## src/rtl/tpu_cmd_seq.sv

```systemverilog
// Queued command sequencer driving the TPU UB-read, systolic-switch, mode and VPU-pathway lines.
// Optional watchdog on the wait states: define TPU_CMD_SEQ_WATCHDOG_EN.
module tpu_cmd_seq #(
  parameter int unsigned N           = 2,
  parameter int unsigned DEPTH       = 8,
  parameter int unsigned DIM_W       = 16,
  parameter int unsigned WDOG_CYCLES = 1024
) (
  input  logic             clk,
  input  logic             rst,
  input  logic             cmd_valid,
  output logic             cmd_ready,
  input  logic [2:0]       cmd_op,
  input  logic [8:0]       cmd_ptr_sel,
  input  logic [DIM_W-1:0] cmd_addr,
  input  logic [DIM_W-1:0] cmd_rows,
  input  logic [DIM_W-1:0] cmd_cols,
  input  logic             cmd_transpose,
  input  logic [3:0]       cmd_pathway,
  input  logic [1:0]       cmd_mode,
  input  logic             cmd_flush,
  input  logic [N-1:0]     vpu_valid_in,
  output logic             ub_rd_start_in,
  output logic             ub_rd_transpose,
  output logic [8:0]       ub_ptr_select,
  output logic [DIM_W-1:0] ub_rd_addr_in,
  output logic [DIM_W-1:0] ub_rd_row_size,
  output logic [DIM_W-1:0] ub_rd_col_size,
  output logic             sys_switch_in,
  output logic [1:0]       sys_mode,
  output logic [3:0]       vpu_data_pathway,
  output logic             busy,
  output logic             done,
  output logic             err_stray,
  output logic             err_illegal,
  output logic             err_timeout
);

  localparam int unsigned AW   = $clog2(DEPTH);
  localparam int unsigned CW   = AW + 1;
  localparam int unsigned CNTW = DIM_W + 1;
  localparam int unsigned EW   = 19 + 3 * DIM_W;

  localparam logic [2:0] OpNop     = 3'd0;
  localparam logic [2:0] OpLoadW   = 3'd1;
  localparam logic [2:0] OpRun     = 3'd2;
  localparam logic [2:0] OpSwitch  = 3'd3;
  localparam logic [2:0] OpSetMode = 3'd4;

  localparam logic [2:0] StIdle    = 3'd0;
  localparam logic [2:0] StIssue   = 3'd1;
  localparam logic [2:0] StWaitW   = 3'd2;
  localparam logic [2:0] StWaitRun = 3'd3;
  localparam logic [2:0] StRetire  = 3'd4;

  logic [EW-1:0]   mem_q [DEPTH];
  logic [AW-1:0]   wr_ptr_q, rd_ptr_q;
  logic [CW-1:0]   count_q, count_d;
  logic [2:0]      state_q, state_d;
  logic [CNTW-1:0] cnt_q, cnt_d;
  logic            push, pop, wd_expire;

  logic [2:0]       h_op;
  logic [8:0]       h_ptr;
  logic [DIM_W-1:0] h_addr, h_rows, h_cols;
  logic             h_tr;
  logic [3:0]       h_path;
  logic [1:0]       h_mode;

  logic [2:0]       cur_op_q;
  logic [DIM_W-1:0] cur_rows_q;
  logic [3:0]       cur_path_q;
  logic [1:0]       cur_mode_q;

  logic ready_q, busy_q, done_q, start_q, switch_q, stray_q, illegal_q;

  assign push = cmd_valid && ready_q && !cmd_flush;
  assign pop  = (state_q == StIdle) && (count_q != '0) && !cmd_flush;
  assign {h_op, h_ptr, h_addr, h_rows, h_cols, h_tr, h_path, h_mode} = mem_q[rd_ptr_q];

  always_comb begin
    count_d = count_q + CW'(push) - CW'(pop);
    if (cmd_flush) count_d = '0;
  end

`ifdef TPU_CMD_SEQ_WATCHDOG_EN
  localparam int unsigned WdW = $clog2(WDOG_CYCLES + 1);
  logic [WdW-1:0] wd_q;
  logic           timeout_q;

  assign wd_expire   = ((state_q == StWaitW) || (state_q == StWaitRun)) &&
                       (wd_q == WdW'(WDOG_CYCLES - 1));
  assign err_timeout = timeout_q;

  always_ff @(posedge clk or posedge rst) begin
    if (rst) begin
      wd_q      <= '0;
      timeout_q <= 1'b0;
    end else begin
      if ((state_q == StWaitW) || (state_q == StWaitRun)) wd_q <= wd_q + WdW'(1);
      else                                                 wd_q <= '0;
      if (cmd_flush)      timeout_q <= 1'b0;
      else if (wd_expire) timeout_q <= 1'b1;
    end
  end
`else
  assign wd_expire   = 1'b0;
  assign err_timeout = 1'b0;
`endif

  // Counter widths leave one spare bit so rows + N never wraps.
  always_comb begin
    state_d = state_q;
    cnt_d   = cnt_q;
    case (state_q)
      StIdle: begin
        if (pop) begin
          case (h_op)
            OpNop:             state_d = StRetire;
            OpLoadW, OpRun:    state_d = (h_rows == '0) ? StRetire : StIssue;
            OpSwitch, OpSetMode: state_d = StIssue;
            default:           state_d = StRetire;
          endcase
        end
      end
      StIssue: begin
        cnt_d = '0;
        if (cur_op_q == OpLoadW)   state_d = StWaitW;
        else if (cur_op_q == OpRun) state_d = StWaitRun;
        else                        state_d = StRetire;
      end
      StWaitW: begin
        if (wd_expire || (cnt_q + CNTW'(1) == {1'b0, cur_rows_q} + CNTW'(N))) state_d = StRetire;
        else cnt_d = cnt_q + CNTW'(1);
      end
      StWaitRun: begin
        if (wd_expire) state_d = StRetire;
        else if (vpu_valid_in[0]) begin
          if (cnt_q + CNTW'(1) == {1'b0, cur_rows_q}) state_d = StRetire;
          else cnt_d = cnt_q + CNTW'(1);
        end
      end
      StRetire: state_d = StIdle;
      default:  state_d = StIdle;
    endcase
    if (cmd_flush) state_d = StIdle;
  end

  always_ff @(posedge clk) begin
    if (push) mem_q[wr_ptr_q] <= {cmd_op, cmd_ptr_sel, cmd_addr, cmd_rows, cmd_cols,
                                  cmd_transpose, cmd_pathway, cmd_mode};
  end

  always_ff @(posedge clk or posedge rst) begin
    if (rst) begin
      wr_ptr_q         <= '0;
      rd_ptr_q         <= '0;
      count_q          <= '0;
      state_q          <= StIdle;
      cnt_q            <= '0;
      cur_op_q         <= OpNop;
      cur_rows_q       <= '0;
      cur_path_q       <= '0;
      cur_mode_q       <= '0;
      ready_q          <= 1'b1;
      busy_q           <= 1'b0;
      done_q           <= 1'b0;
      start_q          <= 1'b0;
      switch_q         <= 1'b0;
      stray_q          <= 1'b0;
      illegal_q        <= 1'b0;
      ub_rd_transpose  <= 1'b0;
      ub_ptr_select    <= '0;
      ub_rd_addr_in    <= '0;
      ub_rd_row_size   <= '0;
      ub_rd_col_size   <= '0;
      sys_mode         <= '0;
      vpu_data_pathway <= '0;
    end else begin
      state_q <= state_d;
      cnt_q   <= cnt_d;
      count_q <= count_d;
      ready_q <= (count_d != CW'(DEPTH));
      if (cmd_flush) begin
        wr_ptr_q <= '0;
        rd_ptr_q <= '0;
      end else begin
        if (push) wr_ptr_q <= wr_ptr_q + AW'(1);
        if (pop)  rd_ptr_q <= rd_ptr_q + AW'(1);
      end
      if (pop) begin
        cur_op_q   <= h_op;
        cur_rows_q <= h_rows;
        cur_path_q <= h_path;
        cur_mode_q <= h_mode;
        if ((h_op == OpLoadW) || (h_op == OpRun)) begin
          ub_rd_transpose <= h_tr;
          ub_ptr_select   <= h_ptr;
          ub_rd_addr_in   <= h_addr;
          ub_rd_row_size  <= h_rows;
          ub_rd_col_size  <= h_cols;
        end
      end
      busy_q   <= !cmd_flush && ((state_q != StIdle) || (count_q != '0));
      done_q   <= !cmd_flush && (state_q == StRetire);
      start_q  <= !cmd_flush && (state_q == StIssue) &&
                  ((cur_op_q == OpLoadW) || (cur_op_q == OpRun));
      switch_q <= !cmd_flush && (state_q == StIssue) && (cur_op_q == OpSwitch);
      if (!cmd_flush && (state_q == StIssue) && (cur_op_q == OpSetMode)) begin
        sys_mode         <= cur_mode_q;
        vpu_data_pathway <= cur_path_q;
      end
      if (cmd_flush)                                        stray_q <= 1'b0;
      else if ((|vpu_valid_in) && (state_q != StWaitRun))   stray_q <= 1'b1;
      if (cmd_flush)                 illegal_q <= 1'b0;
      else if (pop && (h_op > OpSetMode)) illegal_q <= 1'b1;
    end
  end

  assign cmd_ready      = ready_q;
  assign busy           = busy_q;
  assign done           = done_q;
  assign ub_rd_start_in = start_q;
  assign sys_switch_in  = switch_q;
  assign err_stray      = stray_q;
  assign err_illegal    = illegal_q;

endmodule

```

## config.mk

```make
export PLATFORM = sky130hd
export DESIGN_NAME = tpu_cmd_seq
export DESIGN_NICKNAME = d
export VERILOG_FILES = /design/src/rtl/tpu_cmd_seq.sv
export SDC_FILE = /design/constraint.sdc
export NUM_CORES = 1
export LEC_CHECK = 0
export CORE_ASPECT_RATIO = 1.1
export CORE_UTILIZATION = 40
export CTS_BUF_LIST = sky130_fd_sc_hd__clkbuf_16
export DETAILED_ROUTE_END_ITERATION = 8
export DONT_BUFFER_PORTS = 1
export PLACE_DENSITY = 0.65
export SYNTH_ARGS = -nofsm -noshare
export SYNTH_HDL_FRONTEND = slang
export SYNTH_SLANG_ARGS = --single-unit
```

## constraint.sdc

```tcl
create_clock -name clk -period 6.3 [get_ports clk]
set_input_delay 1.26 -clock clk [delete_from_list [all_inputs] [get_ports clk]]
set_output_delay 1.26 -clock clk [all_outputs]
set_load 0.02 [all_outputs]
```

# --- Word level (Yosys, flattened, before mapping) ---
# Memories as Yosys holds them, arrays and structs flattened.
# Index checks and enable logic that the tools add are counted.
op_classes:
  n_eq_ne: 23
  muxes: 25
  add_sub_neg: 6
  n_lt_le_gt_ge: 1
  reduce_logical: 31
op_table:
  columns: ["op", "n"]
  rows:
  - ["2-to-1 mux 17 bit", 3]
  - ["one-hot mux 17 bit (3 select lines)", 1]
  - ["2-to-1 mux 3 bit", 12]
  - ["== test 3 x 2 -> 1 bit (second input constant)", 6]
  - ["adder 16 x 2 -> 17 bit (second input constant)", 1]
  - ["adder 17 x 1 -> 17 bit (second input constant)", 1]
  - ["== test 17 x 16 -> 1 bit", 1]
  - ["== test 17 bit", 1]
  - ["zero test 16 bit", 1]
  - ["logical AND 1 bit", 12]
  - ["inequality test 3 bit (second input constant)", 4]
  - ["one-hot mux 3 bit (4 select lines)", 1]
  - ["== test 3 x 1 -> 1 bit (second input constant)", 3]
  - ["== test 3 bit (second input constant)", 3]
  - ["AND reduction 4 bit", 2]
  - ["nonzero test 2 bit", 4]
  - ["adder 3 x 1 -> 3 bit (second input constant)", 2]
  - ["2-to-1 mux 1 bit", 6]
  - ["inequality test 2 bit (second input constant)", 3]
  - ["one-hot mux 3 bit (2 select lines)", 1]
  - ["nonzero test 3 bit", 2]
  - ["OR reduction 2 bit", 3]
  - ["adder 4 x 1 -> 4 bit", 1]
  - ["2-to-1 mux 4 bit", 1]
  - ["9 further kinds", 11]
totals:
  ramBits: 536
  reg_bits: 126
  wordCells: 110
  out_inout_bits: 72
  memories: 1
  inputBits: 73
memory_table:
  columns: ["memory", "depth", "width", "read_ports", "rd_ports_with_merged_regs", "wr", "line_no", "text"]
  rows:
  - ["mem_q", 8, 67, 1, 0, 1, "56", "logic [EW-1:0] mem_q [DEPTH];"]

# --- Longest topological paths before layout ---
# Gate-level depths: netlist of run 1.
# An unclocked memory read counts as a cell.
depth:
  word_depth: 7
  mapped_depth: 14
  depth_no_buf: 13

# --- Worst setup path before layout of run 1 ---
# OpenSTA, ideal clock, no wires.
synth_path:
  path_kind: "input -> register"
  from: "in cmd_flush"
  to: "mem mem_q[0][0] (netlist bit), enable pin"
  stages: 3
  t_required_ns: 5.726
  t_arrival_ns: 6.411
  path_slack_ns: -0.685
  n_path_buf: 1
  path_cell_list: "clkbuf_1 > or3_1 > nor3_1"
synth_between:
  elab_chain_cells: 4
synth_rtl:
  columns: ["item", "line_no", "text"]
  rows:
  - ["from (decl)", "21", "input logic cmd_flush,"]
  - ["zero test 1 bit", "77", "assign push = cmd_valid && ready_q && !cmd_flush;"]
  - ["logical AND 1 bit", "77", null]
  - ["2-to-1 mux 1 bit", "150", "if (push) mem_q[wr_ptr_q] <= {cmd_op, cmd_ptr_sel, cmd_addr, cmd_rows, cmd_cols,"]
  - ["2-to-1 mux 1 bit (implied by the code)", "150", null]
  - ["to (decl)", "56", null]
# Every way passes these cells.

# --- Worst setup path after layout of run 1 ---
layout_path:
  from: "reg rd_ptr_q[0]"
  to: "reg state_q[2]"
layout_between:
  elab_chain_cells: 7
  word_cells_on_any_way: 13
layout_rtl:
  columns: ["item", "line_no", "text"]
  rows:
  - ["from (decl)", "57", "logic [AW-1:0] wr_ptr_q, rd_ptr_q;"]
  - ["from (signal assigned)", "189", "if (pop) rd_ptr_q <= rd_ptr_q + AW'(1);"]
  - ["memory (8 x 67 bit) (*)", null, null]
  - ["zero test 16 bit, or another cell as far along", "120", "OpLoadW, OpRun: state_d = (h_rows == '0) ? StRetire : StIssue;"]
  - ["2-to-1 mux 3 bit or OR reduction 2 bit (tied branches)", "120, 118", null]
  - ["one-hot mux 3 bit (2 select lines) (*)", "118", "case (h_op)"]
  - ["2-to-1 mux 3 bit (*)", "117", "if (pop) begin"]
  - ["one-hot mux 3 bit (4 select lines) (*)", "115", "case (state_q)"]
  - ["2-to-1 mux 3 bit (*)", "146", "if (cmd_flush) state_d = StIdle;"]
  - ["to (signal assigned)", "159", "state_q <= StIdle;"]
  - ["to (signal assigned)", "180", "state_q <= state_d;"]
  - ["to (decl)", "59", "logic [2:0] state_q, state_d;"]
# Every way passes the cells marked *; elsewhere a longest branch is shown, timed or not. The select of a mux whose other input is x is not followed.
# A chain may end at the register's enable or synchronous reset.

==> reports/qor.log, run 1 <==
[logic_synthesis] XOR/XNOR Fraction of Synth Area 0.01599
[power] areal power density over the cells 425.2 nW/um^2
[logic_synthesis] proportion of synthesized area in mux cells 0.1515
[setup_path] Worst Reg-to-Reg Cells 9
[logic_synthesis] post-synthesis sequential element count 662
[setup_path] ordered list of cells on the worst path nand2_1, o22ai_1, a221oi_1, nor4_1, nand4_1, maj3_1, a21oi_1, mux2_2, o211a_1
[route] Detailed Route Iter0 Violations 1088
[logic_synthesis] simple-gate area share of the yosys netlist 0.04392
[logic_synthesis] dominant combinational cell family by area after synthesis multiplexers
[die] die outline area 66980 um^2
[route] DR pass1 iterations 7
[timing] Max Transition Viols Final 0
[grt] global router's overall resource usage 0.1760
[setup_path] cell with the biggest individual delay on the critical path dfrtp_4
[clock_network] number of gates resized after cts 0
[flow_run] count of max-cap constraint violations 0
[grt] Remaining Overflow, GRT 0
[clock_network] clock insertion delay at the later pin of the skew report 0.62 ns
[clock_network] hold-fix buffer count after cts 0
[logic_synthesis] distinct cell type count after synthesis 68
[route] routed via count divided by cell count 5.561
[timing] Setup Skew 0.01838 ns
[setup_path] peak per-stage delay on the critical path 0.88 ns
[logic_synthesis] commonest register cell after synthesis edfxtp_1
[setup_path] Critical Path AT 4.77 ns
[layout] number of nets in the finished design 1564
[placement] final weighted congestion in routability-driven placement 0.8966
[layout] cell area after layout 29740 um^2
[logic_synthesis] area share of the largest cell type after synthesis 0.6102
[route] uppermost layer routed met4
[outcome] violated checks DRC
[clock_network] Post-CTS Setup Repair Bufs 0
[power] reported leakage power 9.611 nW
[layout] layout overhead on the synthesized area 12.76%
[power] largest vdd supply drop 0.2689 mV
[die] number of placement rows 98
[layout] leading cell type in the layout, fill and taps excluded edfxtp_1
[timing] Relative slew margins 0.2384
[clock_network] clk sinks 662
[layout] antenna cell count 0
[outcome] result of the run complete, but fails checks
[setup_path] Worst Setup SP rd_ptr_q[0]
[setup_path] kind of end point of the critical path register
[timing] Tmin final 4.221 ns
[layout] leading cell types in the layout, fill and taps excluded edfxtp_1 (536), dfrtp_1 (122), mux4_2 (102)
[die] Die X-Extent 246.8 um
[route] vias 13290
[route] detailed route wirelength on metal3 4506 um
[logic_synthesis] total nets after synthesis 1546
[route] WL/cell 24.11 um
[logic_synthesis] share of flip-flops with an asynchronous set or reset after synthesis 0.1903
[grt] pin count of the biggest net entering global routing 92
[placement] Final HPWL DP 33910 um
[route] routed length on met2 27640 um
[logic_synthesis] synthesized instance count 1463
[setup_path] Worst setup SP type register
[layout] layout cell share with drive strength beyond 1 0.2130
[setup_path] required time worst endpoint 6.85 ns
[setup_path] Critical R2R Capture state_q[2]
[timing] endpoints failing hold 0
[die] # IOs 145
[logic_synthesis] number of flops mapped to enable cells by yosys 536
[hold_path] Worst Hold Path Cells 1
[logic_synthesis] netlist area before placement 26380 um^2
[grt] vias in the first global route 13900
[placement] post-detailed-placement cell area 27390 um^2
[setup_path] Critical Path Fanout Max 38
[hold_path] Hold Crit Start cur_mode_q[0]
[timing] count of final setup violators 0
[die] area inside the core boundary 65110 um^2
[timing] final worst-path cycle share 0.6700
[clock_network] TritonCTS buffer count 71
[grt] number of antenna violations at the first check in global routing 0
[timing] actual transition at the worst max-transition pin 1.139 ns
[setup_path] Critical R2R Launch rd_ptr_q[0]
[route] M1 WL 24210 um
[clock_network] clk slew on worst S/H paths 0.06 ns
[route] post-detailed-route count of antenna-violating nets 0
[timing] Highest Clock Rate 236.9 MHz
[layout] Register Area 19260 um^2
[timing] setup TNS after final layout 0 ns
[logic_synthesis] leading area contributor after synthesis edfxtp_1
[logic_synthesis] Syn Area/Cell 18.03 um^2
[logic_synthesis] top post-synthesis cells by area edfxtp_1 (61%), dfrtp_1 (12%), mux4_2 (8.7%)
[logic_synthesis] Synth Area in Adders 0.005407
[logic_synthesis] synthesis warning total 0
[grt] first-pass GRT wire length 87570 um
[route] wire length reported by the detailed router 57630 um
[setup_path] worst-case register-to-register setup slack 2.08 ns
[placement] total of buffers placed on input and output ports 0
[clock_network] clock tree from TritonCTS done
[die] chip height 271.3 um
[die] starting utilization of the core area 0.4051
[logic_synthesis] register area share after synthesis 0.7298
[timing] RSZ-0062 raised after global routing no
[layout] multi-input logic area 6814 um^2
[layout] count of filler cells inserted in the layout 5423
[hold_path] class of the tightest hold or removal check register to register
[logic_synthesis] area fraction in compound gates after synthesis 0.03847
[setup_path] kind of critical path register to register
[clock_network] Max H-tree Level 3
[clock_network] root cell of the clock tree clkbuf_16
[clock_network] deepest clock path buffer count 3
[hold_path] endpoint with the worst hold slack sys_mode[0]
[layout] final core area utilization 0.4568
[route] remaining design rule violation count 14
synth_stat cells, drive strengths merged (17+ instances only):
master,n
o22ai,17
mux4,102
buf,41
nor2,82
edfxtp,536
nand2,36
clkbuf,40
mux2,77
mux2i,83
dfrtp,125
xnor2,29
o21ai,22
a21oi,71
layer usage:
metal / GRT usage / vias to the layer above
met5: 0 / -
met4: 0.05572 / 0
met3: 0.04973 / 93
met2: 0.2796 / 382
met1: 0.2339 / 6956
li1: - / 5859
cells by family after synthesis:
group	after synthesis
AOI/OAI and AO/OA	163
xor gates and xnor gates	45
adders and majority gates	11
buffers and inverters	94
DFF	662
muxes	262
other	1
and+or+nand+nor	225
layout make-up:
| cell class | instances | share of cell area |
|---|---|---|
| clock buffer | 72 | 0.06058 |
| clock inverter | 60 | 0.01859 |
| inverter | 13 | 0.001809 |
| multi-input combinational | 707 | 0.2291 |
| sequential | 662 | 0.6476 |
| tap | 850 | 0.03576 |
| timing repair buffer | 26 | 0.006563 |
worst max-delay path: cells and delay by family, from the launching register on:
kind / cells / cell delay (ns)
compound gates: 4 / 1.07
simple gates: 3 / 1.51
mux: 1 / 0.23
fa+ha+maj: 1 / 0.42
flops: 1 / 0.88
where the power goes:
part	total (W)	switching, W	internal (W)
Clock	0.00416	0.00170	0.00246
Sequential	0.00600	0.000823	0.00518
Combinational	0.00249	0.00129	0.00120
Total	0.0126	0.00381	0.00884
stage by stage:
step           setup slack, ns  power [W]  hold WS (ns)  cells
5_1_grt                  1.819    0.01324        0.5300   2390
2_1_floorplan            1.113   0.007837        0.4814   1463
4_1_cts                  1.986    0.01278        0.5117   2390
3_3_place_gp             2.020   0.008536        0.4907   2258
3_5_place_dp             2.010   0.008598        0.4990   2258
6_report                 2.079    0.01265        0.5075   2390
state kept, by name, summed over array words and instances (netlist names), 4 cells and up:
name	flops
ub_rd_col_size	16
cnt_q	17
cur_path_q	4
ub_rd_row_size	16
cur_rows_q	16
count_q	4
ub_ptr_select	9
ub_rd_addr_in	16
mem_q	536
vpu_data_pathway	4
how the worst max path moves through the flow:
stage	end	slack [ns]	depth (start not counted)
after CTS	state_q[2]	1.99	9
after global routing	state_q[2]	1.82	9
final	state_q[2]	2.08	9
after detailed placement	state_q[2]	2.01	9
after floorplan	mem_q[6][0]	1.11	3
after global placement	state_q[2]	2.02	9
Power figures use the tool's default switching activity.
==> run 2, diff against run 1 <==
Clock period 6.3 ns to 3.4 ns, I/O delays scaled along.
==> reports/qor.log, run 2 (synthesized netlist as in run 1, its figures left out) <==
[outcome] result of the run complete, but fails checks [unchanged]
[outcome] violated checks DRC [unchanged]
[timing] Relative slew margins 0.3318 [was 0.2384]
[power] reported leakage power 9.919 nW [was 9.611 nW]
[timing] Tmin final 3.215 ns [was 4.221 ns]
[layout] Largest register FFs 536 [unchanged]
[route] post-detailed-route count of antenna-violating nets 0 [unchanged]
[timing] setup TNS after final layout 0 ns [unchanged]
[timing] RSZ-0062 raised after global routing yes [was no]
[grt] pin count of the biggest net entering global routing 73 [was 92]
[clock_network] clk slew on worst S/H paths 0.06 ns [about the same]
[hold_path] Worst Hold Path Cells 1 [unchanged]
[placement] post-detailed-placement cell area 28000 um^2 [was 27390 um^2]
[die] chip height 271.3 um [unchanged]
[clock_network] clock insertion delay at the later pin of the skew report 0.61 ns [was 0.62 ns]
[clock_network] Max H-tree Level 3 [unchanged]
[grt] vias in the first global route 14080 [was 13900]
[setup_path] Worst setup SP type register [unchanged]
[route] DR pass1 iterations 7 [unchanged]
[layout] Reg with most FFs mem_q [unchanged]
[setup_path] Critical R2R Capture cnt_q[0] [was state_q[2]]
[placement] Final HPWL DP 34730 um [was 33910 um]
[power] largest vdd supply drop 0.4826 mV [was 0.2689 mV]
[clock_network] TritonCTS buffer count 70 [was 71]
[route] WL/cell 23.92 um [was 24.11 um]
[grt] number of antenna violations at the first check in global routing 0 [unchanged]
[timing] endpoints failing hold 0 [unchanged]
[timing] Setup Skew 0.02329 ns [was 0.01838 ns]
[setup_path] Critical R2R Launch cnt_q[1] [was rd_ptr_q[0]]
[layout] registers with the most flip-flops mem_q x536, cnt_q x17 [unchanged]
[route] routed via count divided by cell count 5.482 [was 5.561]
[setup_path] kind of end point of the critical path register [unchanged]
[timing] actual transition at the worst max-transition pin 1.002 ns [was 1.139 ns]
[clock_network] clk sinks 662 [unchanged]
[grt] first-pass GRT wire length 87800 um [was 87570 um]
[clock_network] root cell of the clock tree clkbuf_16 [unchanged]
[setup_path] required time worst endpoint 3.90 ns [was 6.85 ns]
[flow_run] count of max-cap constraint violations 0 [unchanged]
[setup_path] worst-case register-to-register setup slack 0.18 ns [was 2.08 ns]
[timing] final worst-path cycle share 0.9457 [was 0.6700]
[layout] cell area after layout 30310 um^2 [was 29740 um^2]
[hold_path] endpoint with the worst hold slack rd_ptr_q[2] [was sys_mode[0]]
[die] starting utilization of the core area 0.4051 [unchanged]
[setup_path] Worst Reg-to-Reg Cells 11 [was 9]
[route] Detailed Route Iter0 Violations 796 [was 1088]
[route] remaining design rule violation count 10 [was 14]
[hold_path] Hold Crit Start cmd_flush [was cur_mode_q[0]]
[placement] total of buffers placed on input and output ports 0 [unchanged]
[timing] Max Transition Viols Final 0 [unchanged]
[layout] layout overhead on the synthesized area 14.91% [was 12.76%]
[power] areal power density over the cells 774.5 nW/um^2 [was 425.2 nW/um^2]
[layout] count of filler cells inserted in the layout 5372 [was 5423]
[layout] antenna cell count 0 [unchanged]
[grt] global router's overall resource usage 0.1780 [was 0.1760]
[layout] leading cell type in the layout, fill and taps excluded edfxtp_1 [unchanged]
[setup_path] Critical Path Fanout Max 6 [was 38]
[clock_network] deepest clock path buffer count 3 [unchanged]
[die] # IOs 145 [unchanged]
[route] vias 13410 [was 13290]
[placement] final weighted congestion in routability-driven placement 0.8803 [was 0.8966]
[grt] Remaining Overflow, GRT 0 [unchanged]
[die] number of placement rows 98 [unchanged]
[die] die outline area 66980 um^2 [unchanged]
[die] area inside the core boundary 65110 um^2 [unchanged]
[layout] layout cell share with drive strength beyond 1 0.2431 [was 0.2130]
[clock_network] clock tree from TritonCTS done [unchanged]
[setup_path] kind of critical path register to register [unchanged]
[setup_path] Critical Path AT 3.71 ns [was 4.77 ns]
[layout] leading cell types in the layout, fill and taps excluded edfxtp_1 (536), dfrtp_1 (122), mux4_2 (102) [unchanged]
[hold_path] class of the tightest hold or removal check primary input to register [was register to register]
[timing] count of final setup violators 0 [unchanged]
[layout] number of nets in the finished design 1621 [was 1564]
[die] Die X-Extent 246.8 um [unchanged]
[timing] Highest Clock Rate 311.0 MHz [was 236.9 MHz]
[route] wire length reported by the detailed router 58510 um [was 57630 um]
[power] total power after layout 0.02348 W [was 0.01265 W]
[timing] worst hold margin 0.1350 ns [was 0.5075 ns]
==> run 2: changes by cell type in the layout (fill, tap and decap cells not counted), sizes merged <==
cell / before / now
buf: 26 / 83
bufinv: 9 / 5
clkinv: 29 / 33
dlygate4sd3: 0 / 1
inv: 32 / 30
==> run 2: timing repair <==
item | 4_1_cts | 5_1_grt
gates resized for setup | 0 | 6
hold endpoints to repair | 15 | 0
setup buffers | 0 | 0
endpoints found under the setup margin | 0 | 18
hold buffers | 1 | 0
==> run 2: worst max-delay path by stage <==
stage / startpoint / end / cells past startpoint
2_1_floorplan: cmd_flush / mem_q[7][0] / 4
3_3_place_gp: cnt_q[12] / cnt_q[9] / 9
3_5_place_dp: cnt_q[1] / cnt_q[0] / 10
4_1_cts: cnt_q[1] / cnt_q[0] / 10
5_1_grt: cnt_q[1] / cnt_q[10] / 13
6_report: cnt_q[1] / cnt_q[0] / 11
==> run 2: layout make-up <==
cell class	instances	area, um^2	area share
Sequential cell	662	19260	0.6354
Multi-Input combinational cell	707	6852	0.2260
Clock buffer	72	1802	0.05944
Tap cell	850	1064	0.03509
Timing Repair Buffer	84	820.8	0.02708
Clock inverter	58	460.4	0.01519
Inverter	13	52.55	0.001734
==> run 2: metal layers <==
| layer | global-route usage | vias to the layer above | routed length (um) |
|---|---|---|---|
| li1 | - | 5975 | - |
| met1 | 0.2224 | 7073 | 24220 |
| met2 | 0.2956 | 293 | 28950 |
| met3 | 0.05358 | 68 | 4173 |
| met4 | 0.05734 | 0 | 1167 |
| met5 | 0 | - | 0 |
==> run 2: power breakdown <==
part	switching, W	internal (W)
combinational	0.00275	0.00248
clock	0.00315	0.00426
sequential	0.00125	0.00959
==> run 2: worst max-delay path, cell delays in order, from the launching register on <==
cell	delay, ns
dfrtp_1	0.41
ha_1	0.19
nand3_1	0.10
or3_1	0.41
buf_4	0.15
a211oi_1	0.36
nand4_1	0.23
nor4_4	0.45
nand3b_1	0.20
nand3_1	0.13
buf_4	0.20
mux2_2	0.26
==> run 2: through the flow <==
step,std cells,util,setup slack (ns)
after CTS,2446,0.4650,0.07749
after global placement,2315,0.4301,0.1078
final,2446,0.4655,0.1847
after global routing,2446,0.4655,-0.006300
after detailed placement,2315,0.4301,0.1019
after floorplan,1463,-,-1.035
==> run 3, diff against run 2 <==
Settings changed: CORE_ASPECT_RATIO 1.1 to 1.2, CORE_UTILIZATION 40 to 30, PLACE_DENSITY 0.65 to 0.54, SLEW_MARGIN from default to 20.
==> reports/qor.log, run 3 (synthesized netlist as in run 1, its figures left out) <==
[outcome] result of the run complete, no violations [was complete, but fails checks]
[die] die outline area 89120 um^2 [was 66980 um^2]
[layout] leading cell type in the layout, fill and taps excluded edfxtp_1 [unchanged]
[placement] dpl cells 2627 [was 2315]
[setup_path] Critical Path AT 3.73 ns [was 3.71 ns]
[route] remaining design rule violation count 0 [was 10]
[grt] Remaining Overflow, GRT 0 [unchanged]
[clock_network] root cell of the clock tree clkbuf_16 [unchanged]
[setup_path] end point of the critical path cnt_q[8] [was cnt_q[0]]
[die] # IOs 145 [unchanged]
[power] part of the power in registers 0.452 [was 0.462]
[placement] post-detailed-placement cell area 28530 um^2 [was 28000 um^2]
[setup_path] kind of critical path register to register [unchanged]
[clock_network] clock tree from TritonCTS done [unchanged]
[layout] Largest register FFs 536 [unchanged]
[clock_network] clock insertion delay at the later pin of the skew report 0.62 ns [was 0.61 ns]
[flow_run] count of max-cap constraint violations 0 [unchanged]
[layout] count of filler cells inserted in the layout 8076 [was 5372]
[timing] Max Transition Viols Final 0 [unchanged]
[power] design internal power 0.01667 W [was 0.01633 W]
[power] areal power density over the cells 773.6 nW/um^2 [was 774.5 nW/um^2]
[power] switching power summed over all nets 0.007223 W [was 0.007146 W]
[clock_network] clk slew on worst S/H paths 0.06 ns [about the same]
[clock_network] TritonCTS buffer count 72 [was 70]
[clock_network] deepest clock path buffer count 3 [unchanged]
[grt] first-pass GRT wire length 92870 um [was 87800 um]
[power] largest vdd supply drop 0.4120 mV [was 0.4826 mV]
[layout] Final Instance Count excl. Fillers 2758 [was 2446]
[route] vias 13480 [was 13410]
[setup_path] worst-case register-to-register setup slack 0.18 ns [about the same]
[route] wire length reported by the detailed router 61850 um [was 58510 um]
[clock_network] hold-fix buffer count after cts 0 [was 1]
[die] starting utilization of the core area 0.3044 [was 0.4051]
[setup_path] Worst Reg-to-Reg Cells 12 [was 11]
[setup_path] Worst setup SP type register [unchanged]
[power] Comb power frac 0.227 [was 0.223]
[placement] Final HPWL DP 37120 um [was 34730 um]
[route] post-detailed-route count of antenna-violating nets 0 [unchanged]
[layout] number of nets in the finished design 1644 [was 1621]
[setup_path] Critical R2R Launch cnt_q[0] [was cnt_q[1]]
[timing] actual transition at the worst max-transition pin 0.9309 ns [was 1.002 ns]
[timing] worst hold margin 0.07851 ns [was 0.1350 ns]
[route] DR pass1 iterations 5 [was 7]
[hold_path] class of the tightest hold or removal check primary input to async pin [was primary input to register]
[timing] setup TNS after final layout 0 ns [unchanged]
[grt] vias in the first global route 14320 [was 14080]
[die] number of placement rows 118 [was 98]
[layout] multi-input logic area 6825 um^2 [was 6852 um^2]
[clock_network] Max H-tree Level 3 [unchanged]
[timing] Setup Skew 0.02166 ns [was 0.02329 ns]
[clock_network] clk sinks 662 [unchanged]
[setup_path] Critical Path Fanout Max 7 [was 6]
[grt] pin count of the biggest net entering global routing 68 [was 73]
[layout] leading cell types in the layout, fill and taps excluded edfxtp_1 (536), dfrtp_1 (122), mux4_2 (102) [unchanged]
[setup_path] Critical R2R Capture cnt_q[8] [was cnt_q[0]]
[layout] cell area after layout 30890 um^2 [was 30310 um^2]
[timing] Relative slew margins 0.3794 [was 0.3318]
[placement] total of buffers placed on input and output ports 0 [unchanged]
[layout] Reg with most FFs mem_q [unchanged]
[timing] RSZ-0062 raised after global routing no [was yes]
[grt] number of antenna violations at the first check in global routing 1 [was 0]
[layout] layout overhead on the synthesized area 17.10% [was 14.91%]
[layout] layout cell share with drive strength beyond 1 0.2540 [was 0.2431]
[timing] final worst-path cycle share 0.9475 [was 0.9457]
[route] WL/cell 22.43 um [was 23.92 um]
[placement] final weighted congestion in routability-driven placement 0.8504 [was 0.8803]
[grt] global router's overall resource usage 0.1410 [was 0.1780]
[layout] registers with the most flip-flops mem_q x536, cnt_q x17 [unchanged]
[placement] minimum setup slack after placement 0.04460 ns [was 0.1019 ns]
[route] Detailed Route Iter0 Violations 581 [was 796]
[power] Clock power frac 0.321 [was 0.315]
[timing] post-route worst setup slack 0.1786 ns [was 0.1847 ns]
[setup_path] required time worst endpoint 3.91 ns [was 3.90 ns]
[die] chip height 326.8 um [was 271.3 um]
[timing] count of final setup violators 0 [unchanged]
[setup_path] Worst Setup SP cnt_q[0] [was cnt_q[1]]
[die] Die X-Extent 272.7 um [was 246.8 um]
[layout] antenna cell count 0 [unchanged]
[timing] endpoints failing hold 0 [unchanged]
[route] routed via count divided by cell count 4.886 [was 5.482]
[die] area inside the core boundary 86670 um^2 [was 65110 um^2]
[power] reported leakage power 10.02 nW [was 9.919 nW]
[layout] Register Area 19260 um^2 [unchanged]
[timing] Highest Clock Rate 310.4 MHz [was 311.0 MHz]
[timing] Tmin final 3.221 ns [was 3.215 ns]
[power] switching share of total power 0.3023 [was 0.3044]
[setup_path] kind of end point of the critical path register [unchanged]
-- run 3: cell type report --
| type | count | share of cell area |
|---|---|---|
| Clock buffer | 73 | 0.05914 |
| Clock inverter | 58 | 0.01681 |
| Tap cell | 1140 | 0.04618 |
| Timing Repair Buffer | 105 | 0.03160 |
| Inverter | 13 | 0.001701 |
| Multi-Input combinational cell | 707 | 0.2210 |
| Sequential cell | 662 | 0.6236 |
-- run 3: repair_timing --
action	4_1_cts	5_1_grt
setup buffers	0	0
setup endpoints to repair	0	15
resized for setup	0	2
-- run 3: power by group through the flow --
stage	combinational [W]	sequential, W	clock [W]
2_1_floorplan	0.00389	0.0106	0
3_3_place_gp	0.00548	0.0110	0
3_5_place_dp	0.00553	0.0110	0
4_1_cts	0.00554	0.0108	0.00793
5_1_grt	0.00597	0.0109	0.00823
6_report	0.00542	0.0108	0.00767
-- run 3: worst min-delay path by stage --
stage                     depth (start not counted)  slack (ns)     endpoint           from
after floorplan                                   1        0.48  sys_mode[0]  cur_mode_q[0]
after global placement                            1        0.49  sys_mode[1]  cur_mode_q[1]
after detailed placement                          1        0.49  sys_mode[1]  cur_mode_q[1]
after CTS                                         1        0.05    err_stray      cmd_flush
after global routing                              1        0.07    err_stray      cmd_flush
final                                             1        0.08   count_q[1]            rst
-- run 3: per-stage QoR --
step / utilization / total power, W
5_1_grt: 0.3564 / 0.02511
3_3_place_gp: 0.3292 / 0.01644
6_report: 0.3564 / 0.02390
4_1_cts: 0.3563 / 0.02430
2_1_floorplan: - / 0.01452
3_5_place_dp: 0.3292 / 0.01651
-- run 3: per-layer routing --
metal  share of wire  vias up  wire (um)  track usage
met3           0.052       91       3240      0.03337
met2            0.52      251      32120       0.2487
met1            0.40     7127      25050       0.1681
met4           0.023        0       1439      0.04494
met5               0        -          0            0
li1                -     6007          -            -
-- run 3: critical path, cell delays in order (launching register included) --
cell	delay, ns
dfrtp_1	0.35
ha_1	0.17
nand3_1	0.17
buf_4	0.23
nor4_2	0.43
xnor3_1	0.42
nor4_1	0.18
a21oi_1	0.10
o21ai_0	0.29
buf_4	0.17
and3_1	0.25
nor4_1	0.07
a211o_1	0.28
